[src/rtl/emin_sweep_engine.sv]
// emin_sweep_engine
// Computes E(j,i) = sum over nu of dist(T(nu,i), T(nu,j)) for j = 0..i-1.
// It fetches row i once, then issues one T read per cycle. It tracks the
// running minimum and its argmin, and reports both with a done pulse.
// Optional feature: define EMIN_SQ_DIST_EN to use the squared difference as
// the distance. This adds one pipeline stage in front of the channel sum.
//
// state    | meaning
// ---------+------------------------------------------------------------
// ST_IDLE  | waiting for a start, T_req parked at 0
// ST_FETCH | T_req = i, waiting READ_LAT cycles for row Ti
// ST_SWEEP | issuing T_req = 0..i-1, one per cycle
// ST_DRAIN | issue finished, waiting for the last cost to emerge
// ST_DONE  | one-cycle done pulse, min_data/min_j published
module emin_sweep_engine #(
    parameter int BIT_WIDTH  = 32,
    parameter int I          = 160,
    parameter int NU_VALUES  = 3,
    parameter int READ_LAT   = 2,
    localparam int IW        = $clog2(I)
) (
    input  logic                           clk_in,
    input  logic                           rst_in,
    input  logic [IW-1:0]                  i,
    input  logic                           input_valid,
    input  logic [NU_VALUES*BIT_WIDTH-1:0] T_resp,
    output logic [IW-1:0]                  T_req,
    output logic [IW-1:0]                  j,
    output logic [BIT_WIDTH-1:0]           data,
    output logic                           output_valid,
    output logic                           busy,
    output logic                           done,
    output logic [BIT_WIDTH-1:0]           min_data,
    output logic [IW-1:0]                  min_j
);

    // The channel sum keeps enough headroom that saturation is a simple
    // test of the bits above BIT_WIDTH.
    localparam int SW = BIT_WIDTH + $clog2(NU_VALUES) + 1;
    localparam int WW = $clog2(READ_LAT + 1);
    localparam logic [IW-1:0] I_LAST = IW'(I - 1);
    localparam logic [IW-1:0] ONE    = IW'(1);

    typedef enum logic [2:0] {
        ST_IDLE,
        ST_FETCH,
        ST_SWEEP,
        ST_DRAIN,
        ST_DONE
    } state_t;

    state_t                         state;
    logic [IW-1:0]                  i_lat;
    logic [NU_VALUES*BIT_WIDTH-1:0] ti_row;
    logic [WW-1:0]                  wait_cnt;
    logic                           req_v;

    logic [READ_LAT-1:0]            dl_v;
    logic [IW-1:0]                  dl_j   [READ_LAT];
    logic [BIT_WIDTH-1:0]           diff_c [NU_VALUES];

    logic                           a_v;
    logic [IW-1:0]                  a_j;
    logic [BIT_WIDTH-1:0]           a_dist [NU_VALUES];

    logic                           s_v;
    logic [IW-1:0]                  s_j;
    logic [BIT_WIDTH-1:0]           s_dist [NU_VALUES];

    logic [SW-1:0]                  sum_c;
    logic [BIT_WIDTH-1:0]           cost_c;
    logic [BIT_WIDTH-1:0]           run_min;
    logic [IW-1:0]                  run_j;
    logic                           pipe_busy;
    logic [IW-1:0]                  i_cl;

    assign i_cl = (i > I_LAST) ? I_LAST : i;

    // Per-channel absolute difference between row i and the returning row j.
    always_comb begin
        for (int n = 0; n < NU_VALUES; n++) begin
            if (ti_row[n*BIT_WIDTH +: BIT_WIDTH] >= T_resp[n*BIT_WIDTH +: BIT_WIDTH])
                diff_c[n] = ti_row[n*BIT_WIDTH +: BIT_WIDTH] - T_resp[n*BIT_WIDTH +: BIT_WIDTH];
            else
                diff_c[n] = T_resp[n*BIT_WIDTH +: BIT_WIDTH] - ti_row[n*BIT_WIDTH +: BIT_WIDTH];
        end
    end

    // j tag delay line that matches the T_bram latency, then stage A (distance).
    always_ff @(posedge clk_in or negedge rst_in) begin
        if (!rst_in) begin
            dl_v <= '0;
            a_v  <= 1'b0;
            a_j  <= '0;
            for (int k = 0; k < READ_LAT; k++) dl_j[k] <= '0;
            for (int n = 0; n < NU_VALUES; n++) a_dist[n] <= '0;
        end else begin
            dl_v[0] <= req_v;
            dl_j[0] <= T_req;
            for (int k = 1; k < READ_LAT; k++) begin
                dl_v[k] <= dl_v[k-1];
                dl_j[k] <= dl_j[k-1];
            end
            a_v <= dl_v[READ_LAT-1];
            a_j <= dl_j[READ_LAT-1];
            for (int n = 0; n < NU_VALUES; n++) a_dist[n] <= diff_c[n];
        end
    end

`ifdef EMIN_SQ_DIST_EN
    logic                 q_v;
    logic [IW-1:0]        q_j;
    logic [BIT_WIDTH-1:0] q_dist [NU_VALUES];

    function automatic logic [BIT_WIDTH-1:0] sq_sat(input logic [BIT_WIDTH-1:0] d);
        logic [2*BIT_WIDTH-1:0] p;
        p = {{BIT_WIDTH{1'b0}}, d} * {{BIT_WIDTH{1'b0}}, d};
        if (p[2*BIT_WIDTH-1:BIT_WIDTH] != '0)
            sq_sat = '1;
        else
            sq_sat = p[BIT_WIDTH-1:0];
    endfunction

    // Extra stage: square each difference at full width, clamp to BIT_WIDTH.
    always_ff @(posedge clk_in or negedge rst_in) begin
        if (!rst_in) begin
            q_v <= 1'b0;
            q_j <= '0;
            for (int n = 0; n < NU_VALUES; n++) q_dist[n] <= '0;
        end else begin
            q_v <= a_v;
            q_j <= a_j;
            for (int n = 0; n < NU_VALUES; n++) q_dist[n] <= sq_sat(a_dist[n]);
        end
    end

    // Feed the summing stage from the squaring stage.
    always_comb begin
        s_v = q_v;
        s_j = q_j;
        for (int n = 0; n < NU_VALUES; n++) s_dist[n] = q_dist[n];
    end

    assign pipe_busy = req_v | (|dl_v) | a_v | q_v;
`else
    // Feed the summing stage directly from the distance stage.
    always_comb begin
        s_v = a_v;
        s_j = a_j;
        for (int n = 0; n < NU_VALUES; n++) s_dist[n] = a_dist[n];
    end

    assign pipe_busy = req_v | (|dl_v) | a_v;
`endif

    // Channel sum with saturation to all-ones.
    always_comb begin
        sum_c = '0;
        for (int n = 0; n < NU_VALUES; n++) sum_c = sum_c + SW'(s_dist[n]);
        if (sum_c[SW-1:BIT_WIDTH] != '0)
            cost_c = '1;
        else
            cost_c = sum_c[BIT_WIDTH-1:0];
    end

    // Sequencing FSM, stage B output register and running minimum.
    always_ff @(posedge clk_in or negedge rst_in) begin
        if (!rst_in) begin
            state        <= ST_IDLE;
            i_lat        <= '0;
            ti_row       <= '0;
            wait_cnt     <= '0;
            req_v        <= 1'b0;
            T_req        <= '0;
            j            <= '0;
            data         <= '0;
            output_valid <= 1'b0;
            busy         <= 1'b0;
            done         <= 1'b0;
            min_data     <= '0;
            min_j        <= '0;
            run_min      <= '0;
            run_j        <= '0;
        end else begin
            output_valid <= s_v;
            done         <= 1'b0;
            if (s_v) begin
                data <= cost_c;
                j    <= s_j;
                // Strict compare: on a tie the earlier (lower) j is kept.
                if (cost_c < run_min) begin
                    run_min <= cost_c;
                    run_j   <= s_j;
                end
            end

            case (state)
                ST_IDLE: begin
                    T_req <= '0;
                    if (input_valid) begin
                        i_lat    <= i_cl;
                        T_req    <= i_cl;
                        wait_cnt <= WW'(READ_LAT);
                        busy     <= 1'b1;
                        run_min  <= '1;
                        run_j    <= '0;
                        state    <= ST_FETCH;
                    end
                end
                ST_FETCH: begin
                    if (wait_cnt == '0) begin
                        ti_row <= T_resp;
                        if (i_lat == '0) begin
                            done     <= 1'b1;
                            min_data <= run_min;
                            min_j    <= run_j;
                            state    <= ST_DONE;
                        end else begin
                            T_req <= '0;
                            req_v <= 1'b1;
                            state <= ST_SWEEP;
                        end
                    end else begin
                        wait_cnt <= wait_cnt - WW'(1);
                    end
                end
                ST_SWEEP: begin
                    if (T_req == i_lat - ONE) begin
                        T_req <= '0;
                        req_v <= 1'b0;
                        state <= ST_DRAIN;
                    end else begin
                        T_req <= T_req + ONE;
                    end
                end
                ST_DRAIN: begin
                    // Final cost is on the output this cycle and nothing else is in flight.
                    if (output_valid && !pipe_busy) begin
                        done     <= 1'b1;
                        min_data <= run_min;
                        min_j    <= run_j;
                        state    <= ST_DONE;
                    end
                end
                ST_DONE: begin
                    busy  <= 1'b0;
                    state <= ST_IDLE;
                end
                default: state <= ST_IDLE;
            endcase
        end
    end

endmodule

[config.mk]
export PLATFORM = sky130hd
export DESIGN_NAME = emin_sweep_engine
export DESIGN_NICKNAME = d
export VERILOG_FILES = /design/src/rtl/emin_sweep_engine.sv
export SDC_FILE = /design/constraint.sdc
export NUM_CORES = 1
export LEC_CHECK = 0
export ABC_AREA = 0
export CORE_MARGIN = 8
export CORE_UTILIZATION = 40
export CTS_BUF_LIST = sky130_fd_sc_hd__clkbuf_8
export CTS_CLUSTER_SIZE = 28
export DETAILED_ROUTE_END_ITERATION = 16
export PLACE_DENSITY_LB_ADDON = 0.3
export SYNTH_ARGS = -nofsm -noshare
export SYNTH_HDL_FRONTEND = slang
export SYNTH_SLANG_ARGS = --single-unit
[constraint.sdc]
create_clock -name clk_in -period 6.6 [get_ports clk_in]
set_clock_uncertainty 0.15 [all_clocks]
set_input_delay 0.66 -clock clk_in [delete_from_list [all_inputs] [get_ports clk_in]]
set_output_delay 0.66 -clock clk_in [all_outputs]
set_load 0.03 [all_outputs]
Yosys cells after proc, flatten, opt, wreduce, memory -nomap -nowiden
Cells that the tools add are included.

Output and inout port bits: 91. Logic and storage cells: 118. Register bits: 364.

Equal/unequal tests: 12. Bitwise operators: 2. Reduce and logical (&&, ||, !) cells: 20. $lt $le $gt $ge: 5. Mux-type cells: 45. Add/sub/neg operators: 11.

Operators by type and width (number): two-way mux 32 bit (11); subtractor 32 bit (6); >= comparator 32 bit (3); two-way mux 8 bit (12); case mux 32 bit (2 select lines) (1); adder 33 x 32 -> 34 bit (1); adder 32 x 32 -> 33 bit (1); less-than comparator 32 bit (1); case mux 8 bit (3 select lines) (1); case mux 8 bit (2 select lines) (1); two-way mux 3 bit (5); inequality test 2 bit (second input constant) (7); case mux 3 bit (4 select lines) (1); AND reduction 4 bit (3); adder 8 x 1 -> 8 bit (second input constant) (1); == test 8 bit (1); > comparator 8 bit (second input constant) (1); zero test 8 bit (1); nonzero test 2 bit (4); subtractor 8 x 1 -> 8 bit (second input constant) (1); two-way mux 1 bit (7); == test 3 x 2 -> 1 bit (second input constant) (2); case mux 1 bit (2 select lines) (3); AND reduction 2 bit (3); 13 further kinds (17).

Depth between registers and ports, before layout
Gate-level depths: netlist (run 1).

Depth after elaboration: 9. Mapped depth: 28. Mapped depth without buffers: 24.

Least setup slack after synthesis (run 1)
Ideal clock, no wire load.

Path type: register -> register. Start: reg a_dist[5] in the netlist's numbering. End: reg run_min[22]. Path buffers: 3. Stages on the path, launching flop included: 25. Setup time: 0.069 ns. Period minus slack after synthesis: 5.970 ns. Setup slack: 0.630 ns. Arrival time: 5.750 ns. Required time: 6.381 ns. Cells stage by stage: dfrtp_1 -> fa_1 -> ha_1 -> or4_1 -> o21ai_2 -> a211oi_1 -> a221o_1 -> a311o_1 -> nand3_2 -> mux2_2 -> buf_6 -> buf_6 -> nand2_1 -> ha_1 -> a21o_1 -> a21o_1 -> a21o_1 -> a21oi_1 -> o221ai_1 -> nand4b_1 -> a2111oi_0 -> o21a_1 -> clkbuf_1 -> o21ai_0 -> nand3_1.

Word-level cells in the longest chain between the ends: 8.

RTL lines: start, declared (RTL line 64) `logic [BIT_WIDTH-1:0] a_dist [NU_VALUES];`; adder 33 x 32 -> 34 bit (*) (RTL line 159) `for (int n = 0; n < NU_VALUES; n++) sum_c = sum_c + SW'(s_dist[n]);`; nonzero test 3 bit (RTL line 160) `if (sum_c[SW-1:BIT_WIDTH] != '0)`; two-way mux 32 bit (*) (RTL line 160); net cost_c[25] (RTL line 71) `logic [BIT_WIDTH-1:0] cost_c;`; less-than comparator 32 bit (*) (RTL line 191) `if (cost_c < run_min) begin`; two-way mux 32 bit (*) (RTL line 191); two-way mux 32 bit (*) (RTL line 187) `if (s_v) begin`; two-way mux 32 bit (RTL line 200) `if (input_valid) begin`; two-way mux 32 bit (*) (RTL line 197) `case (state)`; end signal, assigned (RTL line 192) `run_min <= cost_c;`; end, declared (RTL line 72) `logic [BIT_WIDTH-1:0] run_min;`.

The timed path passes the listed nets; every way through them passes the cells marked *. A chain may end at the register's enable or synchronous reset.

Worst setup path after layout (run 1)
Start: reg a_dist[5] in the netlist's numbering. End: reg run_min[31].

Same word-level chain as after synthesis.

==> key figures, run 1 <==
Run status
  – Status: finished, final reports clean

Timing
  – Setup TNS Final: 0 ps
  – RSZ-0062 raised after global routing: false
  – Final hold vios: 0
  – Setup violations, final: 0
  – Tmin final: 6261 ps
  – Worst slew pin tran: 981.7 ps
  – Relative slew slack: 34.55%
  – Max-slew violations: 0
  – Achievable Freq: 159.7 MHz
  – Worst-case hold slack: 194.5 ps
  – Post-route clock period utilization: 94.86%

Floorplan
  – Die Ht: 271.9 um
  – Horiz. Die Dim: 271.9 um
  – Area of the core: 65280 um^2
  – Ports: 198
  – Initial Util: 40.14%
  – Die area: 73950 um^2
  – Num rows: 94

Critical path
  – CP max FO: 25
  – Critical path's largest stage delay: 530 ps
  – R2R Path End: run_min[31]
  – Most used cell along the critical path: a21o_1
  – CP Data Required Time: 6950 ps
  – R2R depth: 22
  – Worst-path cell chain: fa_1, ha_1, or4_1, o21ai_2, a211oi_1, a221o_1, a311o_1, nand3_2, mux2_2, nand2_1, ha_1, a21o_1, a21o_1, a21o_1, a21oi_1, o221ai_1, nand4b_1, buf_4, o22a_1, buf_12, a21oi_1, o21ai_1
  – Crit Path Category: reg2reg
  – CP Launch Type: flop
  – CP Capture Type: flop
  – Worst Path Arrival: 6610 ps
  – Start of the worst register-to-register path: a_dist[5]
  – R2R setup slack: 340 ps
  – CP max stage cell: or4_1

Placed design
  – GP Congestion: 0.9101
  – Post-DP Area: 28910 um^2
  – HPWL after detailed placement: 56710 um
  – I/O Buffers: 197

Routing
  – Initial DRC Count: 1596
  – DR vias/cell: 5.313
  – Drt wl/cell: 17.76 um
  – # DRC: 0
  – First-pass iteration count of the detailed router: 5
  – Routed WL: 72820 um
  – Vias after detailed routing: 21777
  – Post-route ant nets: 0

CTS
  – H-tree depth: 3
  – CTS Buffer Depth: 3
  – Root cell of the clock tree: clkbuf_8
  – Worst-Skew Late Latency: 670 ps
  – Clock Pin Slew Worst Setup and Hold Paths: 50 ps
  – Num CTS Buffers: 67
  – CTS tree: built
  – Clock net sink count: 364

GRT
  – First-pass GRT wire length: 117000 um
  – Initial antenna violation count: 7
  – GRT met2 Usage: 31.25%
  – Grt total ovfl: 0
  – Busiest grt layer: met2
  – M1 GR Usage: 25.76%
  – Largest net degree at the start of global routing: 191
  – Number of global-route vias before repair: 21618
  – Global routing usage on met3: 3.429%
  – Total GRT Usage: 19.30%

Synthesis
  – Top_reg_cell synth: dfrtp_1
  – Post-synthesis sequential area ratio: 34.76%
  – Ys async rst share: 100.0%
  – Post-Syn Area per Cell: 8.599 um^2
  – Synth unique cells: 73
  – Post-synth design cell area: 26200 um^2
  – Syn. warnings: 0
  – #FFs+latches synth: 364
  – Post-Syn Nets: 3448
  – Post-Syn Instances: 3047
  – Number of enable flip-flop cells after synthesis: 0

Min path
  – Hold path cells: 0
  – Hold Path Sink: a_j[6]
  – Min-Delay Startpoint: dl_j[6]
  – Hold Crit Class: reg2reg

Final layout
  – Area Overhead vs Synth: 15.72%
  – Post-layout nets: 3587
  – Share of cells above drive strength 1: 6.310%
  – Design area: 30320 um^2
  – Most frequent cells in the layout: dfrtp_1, inv_1, nand2_1, o21ai_0, a21oi_1
  – Commonest non-fill, non-tap cell in the layout: dfrtp_1

Job
  – MaxCap Viol Count: 0
==> worst max-delay path, delay by kind of cell, from the launching register on <==
kind | cells | cell delay, ps
AOI/OAI and AO/OA | 12 | 2530
muxes | 1 | 390
DFF | 1 | 390
and+or+nand+nor | 4 | 1100
adders and majority gates | 3 | 1080
buffers and inverters | 2 | 480
==> cell families after synthesis <==
| logic type | count (synthesis) | synth area share, % |
|---|---|---|
| buffers and inverters | 464 | 6.953 |
| AOI/OAI and AO/OA | 982 | 22.81 |
| DFF | 364 | 34.76 |
| muxes | 80 | 3.281 |
| adders and majority gates | 294 | 15.16 |
| xor gates and xnor gates | 126 | 4.212 |
| and+or+nand+nor | 737 | 12.83 |
==> timing repair <==
action | in CTS | in global routing
gates resized for setup | 0 | 4
setup buffers | 0 | 2
endpoints found under the hold margin | 91 | 0
setup endpoints to repair | 0 | 40
hold buffers | 1 | 0
==> worst max path at each step <==
stage | from | slack, ps | depth (start not counted) | end
floorplan | a_dist[5] | 630 | 24 | run_min[22]
global placement | a_dist[1] | 370 | 25 | run_j[0]
detailed placement | a_dist[1] | 130 | 25 | run_j[7]
CTS | a_dist[1] | 70 | 25 | run_j[6]
global route | a_dist[1] | 5 | 23 | run_j[7]
finish | a_dist[5] | 340 | 22 | run_min[31]
==> final cells by class <==
| cell class | count | area [um^2] |
|---|---|---|
| fill | 6407 | 34960 |
| multi-input combinational | 2219 | 15330 |
| sequential | 364 | 9110 |
| timing repair buffer | 221 | 2247 |
| inverter | 313 | 1175 |
| tap | 864 | 1081 |
| clock buffer | 78 | 1074 |
| clock inverter | 38 | 300.3 |
| antenna | 2 | 5.005 |
==> cells in the mapped netlist, types with 8 or more instances <==
library cell    n  area share, %
mux2i_1        33            1.3
nand3_1       100            1.9
a21o_1        103            3.0
o21ai_0       291            5.6
mux2_2         47            2.0
and3_1         17           0.41
o21a_1         28           0.80
o21ai_1        13           0.25
xnor2_1        82            2.7
and2_1         12           0.29
nor2b_1        16           0.38
inv_1         312            4.5
o21bai_1       66            1.9
a31oi_1        35           0.84
nand2_1       300            4.3
nand2_2        10           0.24
o211ai_1       21           0.60
clkbuf_1      113            1.6
nor2_1        149            2.1
nor3_1         33           0.63
xor2_1         44            1.5
nand2b_1       26           0.62
ha_1          255             12
a211oi_1       30           0.86
or2_2           8           0.19
dfrtp_1       364             35
buf_2          28           0.53
o31ai_1        20           0.57
nand4_1        35           0.84
fa_1           39            3.0
a21oi_1       282            5.4
==> per-layer routing <==
| metal | part of all wire [%] | vias to the layer above |
|---|---|---|
| li1 | - | 10844 |
| met1 | 45 | 10212 |
| met2 | 46 | 609 |
| met3 | 5.7 | 108 |
| met4 | 3.2 | 4 |
| met5 | 0.037 | - |
==> flip-flops by register name (all words and copies together) (netlist names), 16 cells and up <==
register	flops
data	32
run_min	32
a_dist	96
dl_j	16
min_data	32
ti_row	96
==> stage by stage <==
step                utilization, %  std cells  setup WS, ps
global route                 46.44       4098         5.015
CTS                          46.41       4095         67.89
floorplan                        -       3047         630.4
detailed placement           44.29       3978         129.2
finish                       46.45       4099         339.5
global placement             44.29       3978         373.7
Power of run 1 is not shown: default switching activity piles up to over one toggle a cycle in this logic, so the estimate is an artifact.
==> run 2: changes to the inputs <==
ABC_AREA = 1   (was 0)
DONT_BUFFER_PORTS = 1   (was default)
==> run 2 against run 1 <==
Compared with the run above:
- register-to-register slack better by 450 ps
- largest cell class unchanged
- critical path depth is 4 higher
- clock-buffer cell count up 11
- worst hold slack worse by 590 ps
- the run now ends with hold timing left
- worst setup slack better by 450 ps
- via count increased by 8.0%
- synthesized cell count up 16%
- utilization decreased by 1.1 points
- die area grew 1.2%
==> key figures, run 2 <==
GRT
  – Number of global-route vias before repair: 23139 (+7.0%)
  – Largest net degree at the start of global routing: 365 (+91%)
  – First-pass GRT wire length: 127000 um (+8.5%)
  – Initial antenna violation count: 2 (-5)
  – Total GRT Usage: 21.00% (+1.7 points)
  – Grt total ovfl: 0 (unchanged)

Final layout
  – Post-layout nets: 4025 (+12%)
  – Area Overhead vs Synth: 12.35%
  – Largest registers: a_dist: 96 flops, ti_row: 96 flops
  – Share of cells above drive strength 1: 4.491% (-1.8 points)
  – Most frequent cells in the layout: nand2_1, inv_1, a21oi_1, dfrtp_1, o21ai_0
  – Commonest non-fill, non-tap cell in the layout: nand2_1
  – Utilization after layout: 45.36% (-1.1 points)
  – Layout filler cell count: 6686 (+4.4%)

Critical path
  – R2R setup slack: 790 ps (+450 ps)
  – Crit Path Category: reg2reg
  – CP Data Required Time: 6970 ps (+20 ps)
  – CP Launch Type: flop
  – Worst Path Arrival: 6180 ps (-430 ps)
  – CP max FO: 48 (+92%)
  – CP Capture Type: flop

Floorplan
  – Num rows: 94 (unchanged)
  – Die area: 74860 um^2 (+1.2%)
  – Horiz. Die Dim: 273.6 um (+0.61%)
  – Die Ht: 273.6 um (+0.61%)
  – Initial Util: 40.37% (+0.23 points)
  – Area of the core: 65750 um^2 (+0.72%)
  – Ports: 198 (unchanged)

Synthesis
  – #FFs+latches synth: 364 (unchanged)
  – Post-Syn Nets: 3923 (+14%)
  – Number of enable flip-flop cells after synthesis: 0 (unchanged)
  – Synth top area share: 34.32% (-0.45 points)
  – Ys async rst share: 100.0% (unchanged)
  – Post-synthesis sequential area ratio: 34.32% (-0.45 points)
  – Post-Syn Area per Cell: 7.536 um^2 (-12%)
  – Commonest cells in the netlist: nand2_1, inv_1, a21oi_1, dfrtp_1, o21ai_0
  – Top_reg_cell synth: dfrtp_1
  – Post-synth design cell area: 26540 um^2 (+1.3%)
  – Synth unique cells: 58 (-21%)
  – Post-Syn Instances: 3522 (+16%)
  – Count leader, synth: nand2_1
  – Area contributors post-synth: dfrtp_1, ha_1, nand2_1
  – Largest area contributor in the netlist: dfrtp_1
  – Syn. warnings: 0 (unchanged)

Timing
  – Setup TNS Final: 0 ps (unchanged)
  – RSZ-0062 raised after global routing: false
  – Max-slew violations: 0 (unchanged)
  – Post-route clock period utilization: 88.06% (-6.8 points)
  – Worst-case hold slack: -395.5 ps (-590.0 ps)
  – Achievable Freq: 172.1 MHz (+7.7%)
  – Relative slew slack: 6.085% (-28 points)
  – Tmin final: 5812 ps (-448.8 ps)
  – Worst slew pin tran: 1409 ps (+427.0 ps)
  – Final hold vios: 364 (+364)
  – Setup violations, final: 0 (unchanged)

Min path
  – Hold Crit Class: in2async

Placed design
  – I/O Buffers: 0 (-100%)
  – GP Congestion: 0.9264 (+1.8%)
  – HPWL after detailed placement: 61760 um (+8.9%)

CTS
  – CTS tree: built
  – CTS Buffer Depth: 3 (unchanged)
  – Worst-Skew Late Latency: 640 ps (-30 ps)
  – Num CTS Buffers: 69 (+3.0%)
  – H-tree depth: 3 (unchanged)
  – Root cell of the clock tree: clkbuf_8
  – Clock net sink count: 364 (unchanged)
  – Cts hold-fix bufs: 96 (+95)
  – Clock Pin Slew Worst Setup and Hold Paths: 60 ps (about the same)

Routing
  – Post-route ant nets: 0 (unchanged)
  – First-pass iteration count of the detailed router: 6 (+1)
  – Drt wl/cell: 17.66 um (-0.58%)
  – DR vias/cell: 5.184 (-2.4%)
  – Routed WL: 80170 um (+10%)
  – Initial DRC Count: 1630 (+2.1%)
  – Vias after detailed routing: 23528 (+8.0%)
  – # DRC: 0 (unchanged)

Run status
  – Status: finished with violations
  – Failing checks: hold timing

Job
  – MaxCap Viol Count: 0 (unchanged)
## run 2: cell types whose count changed after synthesis, sizes merged, moves of 31 or more
cell / delta
o21bai: -58
clkbuf: -74
a21o: -86
xor2: +34
mux2: -45
nand3: +31
a21oi: +131
o21ai: +37
xnor2: -49
nor2: +136
nand2: +370
inv: +250
## run 2: logic make-up (layout without fill, tap and decap cells)
group,count (synthesis),in the layout,synth area share (%)
and+or+nand+nor,1169,1169,17.96
xor gates and xnor gates,111,111,3.663
buffers and inverters,641,793,9.305
other,0,1,0
adders and majority gates,294,294,14.96
DFF,364,364,34.32
AOI/OAI and AO/OA,925,925,19.11
muxes,18,18,0.6882
## run 2: final timing paths
check                           startpoint         end  cells past startpoint
worst min register to register     dl_j[4]      a_j[4]                      0
max in group asynchronous           rst_in    i_lat[5]                      0
worst max-delay path             a_dist[1]    run_j[3]                     26
min in group clk_in                   i[7]    T_req[7]                      2
worst max register to register   a_dist[1]    run_j[3]                     26
worst min-delay path                rst_in  ti_row[83]                      0
## run 2: routing by layer
metal  global-route usage (%)  up-vias  routed length, um
li1                         -    11734                  -
met1                    28.01    10980              36260
met2                    33.70      676              36240
met3                    4.140      138               5176
met4                    7.332        0               2491
met5                        0        -                  0
## run 2: critical path: stages (launching register included)
cell	delay [ps]
dfrtp_1	380
fa_1	490
ha_1	230
fa_1	450
nand2_1	90
nand3_1	60
nand2_1	90
inv_1	60
nand2_1	50
nand2_1	80
nand2_1	60
nand2_1	120
nand3_1	100
nand2_1	80
nor2_4	310
clkinv_1	460
a21oi_1	230
o21ai_0	200
ha_1	340
nand2_1	90
nor2_1	250
nand4_1	190
nor4_1	340
nand2_2	140
buf_4	310
a21oi_1	220
nor2_1	70
## run 2: area by class of cell
class,instances,area (um^2),share of cell area (%)
Antenna cell,1,2.502,0.008391
Tap cell,864,1081,3.625
Clock inverter,32,242.7,0.8140
Sequential cell,364,9109,30.54
Timing Repair Buffer,109,1059,3.550
Inverter,563,2113,7.087
Multi-Input combinational cell,2517,14990,50.26
Clock buffer,89,1225,4.108
## run 2: metrics by stage
| step | instances | instance area [um^2] | setup slack, ps | hold WS (ps) |
|---|---|---|---|---|
| floorplan | 3522 | 26540 | 1611 | 181.2 |
| global placement | 4321 | 27390 | 890.2 | 181.7 |
| finish | 4539 | 29820 | 788.3 | -395.5 |
| global route | 4539 | 29820 | 115.9 | -443.1 |
| CTS | 4538 | 29810 | 690.1 | -468.4 |
| detailed placement | 4321 | 27390 | 737.6 | 184.7 |
## run 2: what timing repair did
| action | CTS | global route |
|---|---|---|
| resized for setup | 0 | 1 |
| endpoints found under the hold margin | 460 | 364 |
| setup endpoints to repair | 0 | 9 |
| setup buffers | 0 | 0 |
Power of run 2 is left out for the same reason.
==> run 3: changes to the inputs <==
TNS_END_PERCENT = 10   (was default)
==> results of run 3 <==
Final layout, timing and power as in run 2 (identical DEF).
Power of run 3 is left out for the same reason.
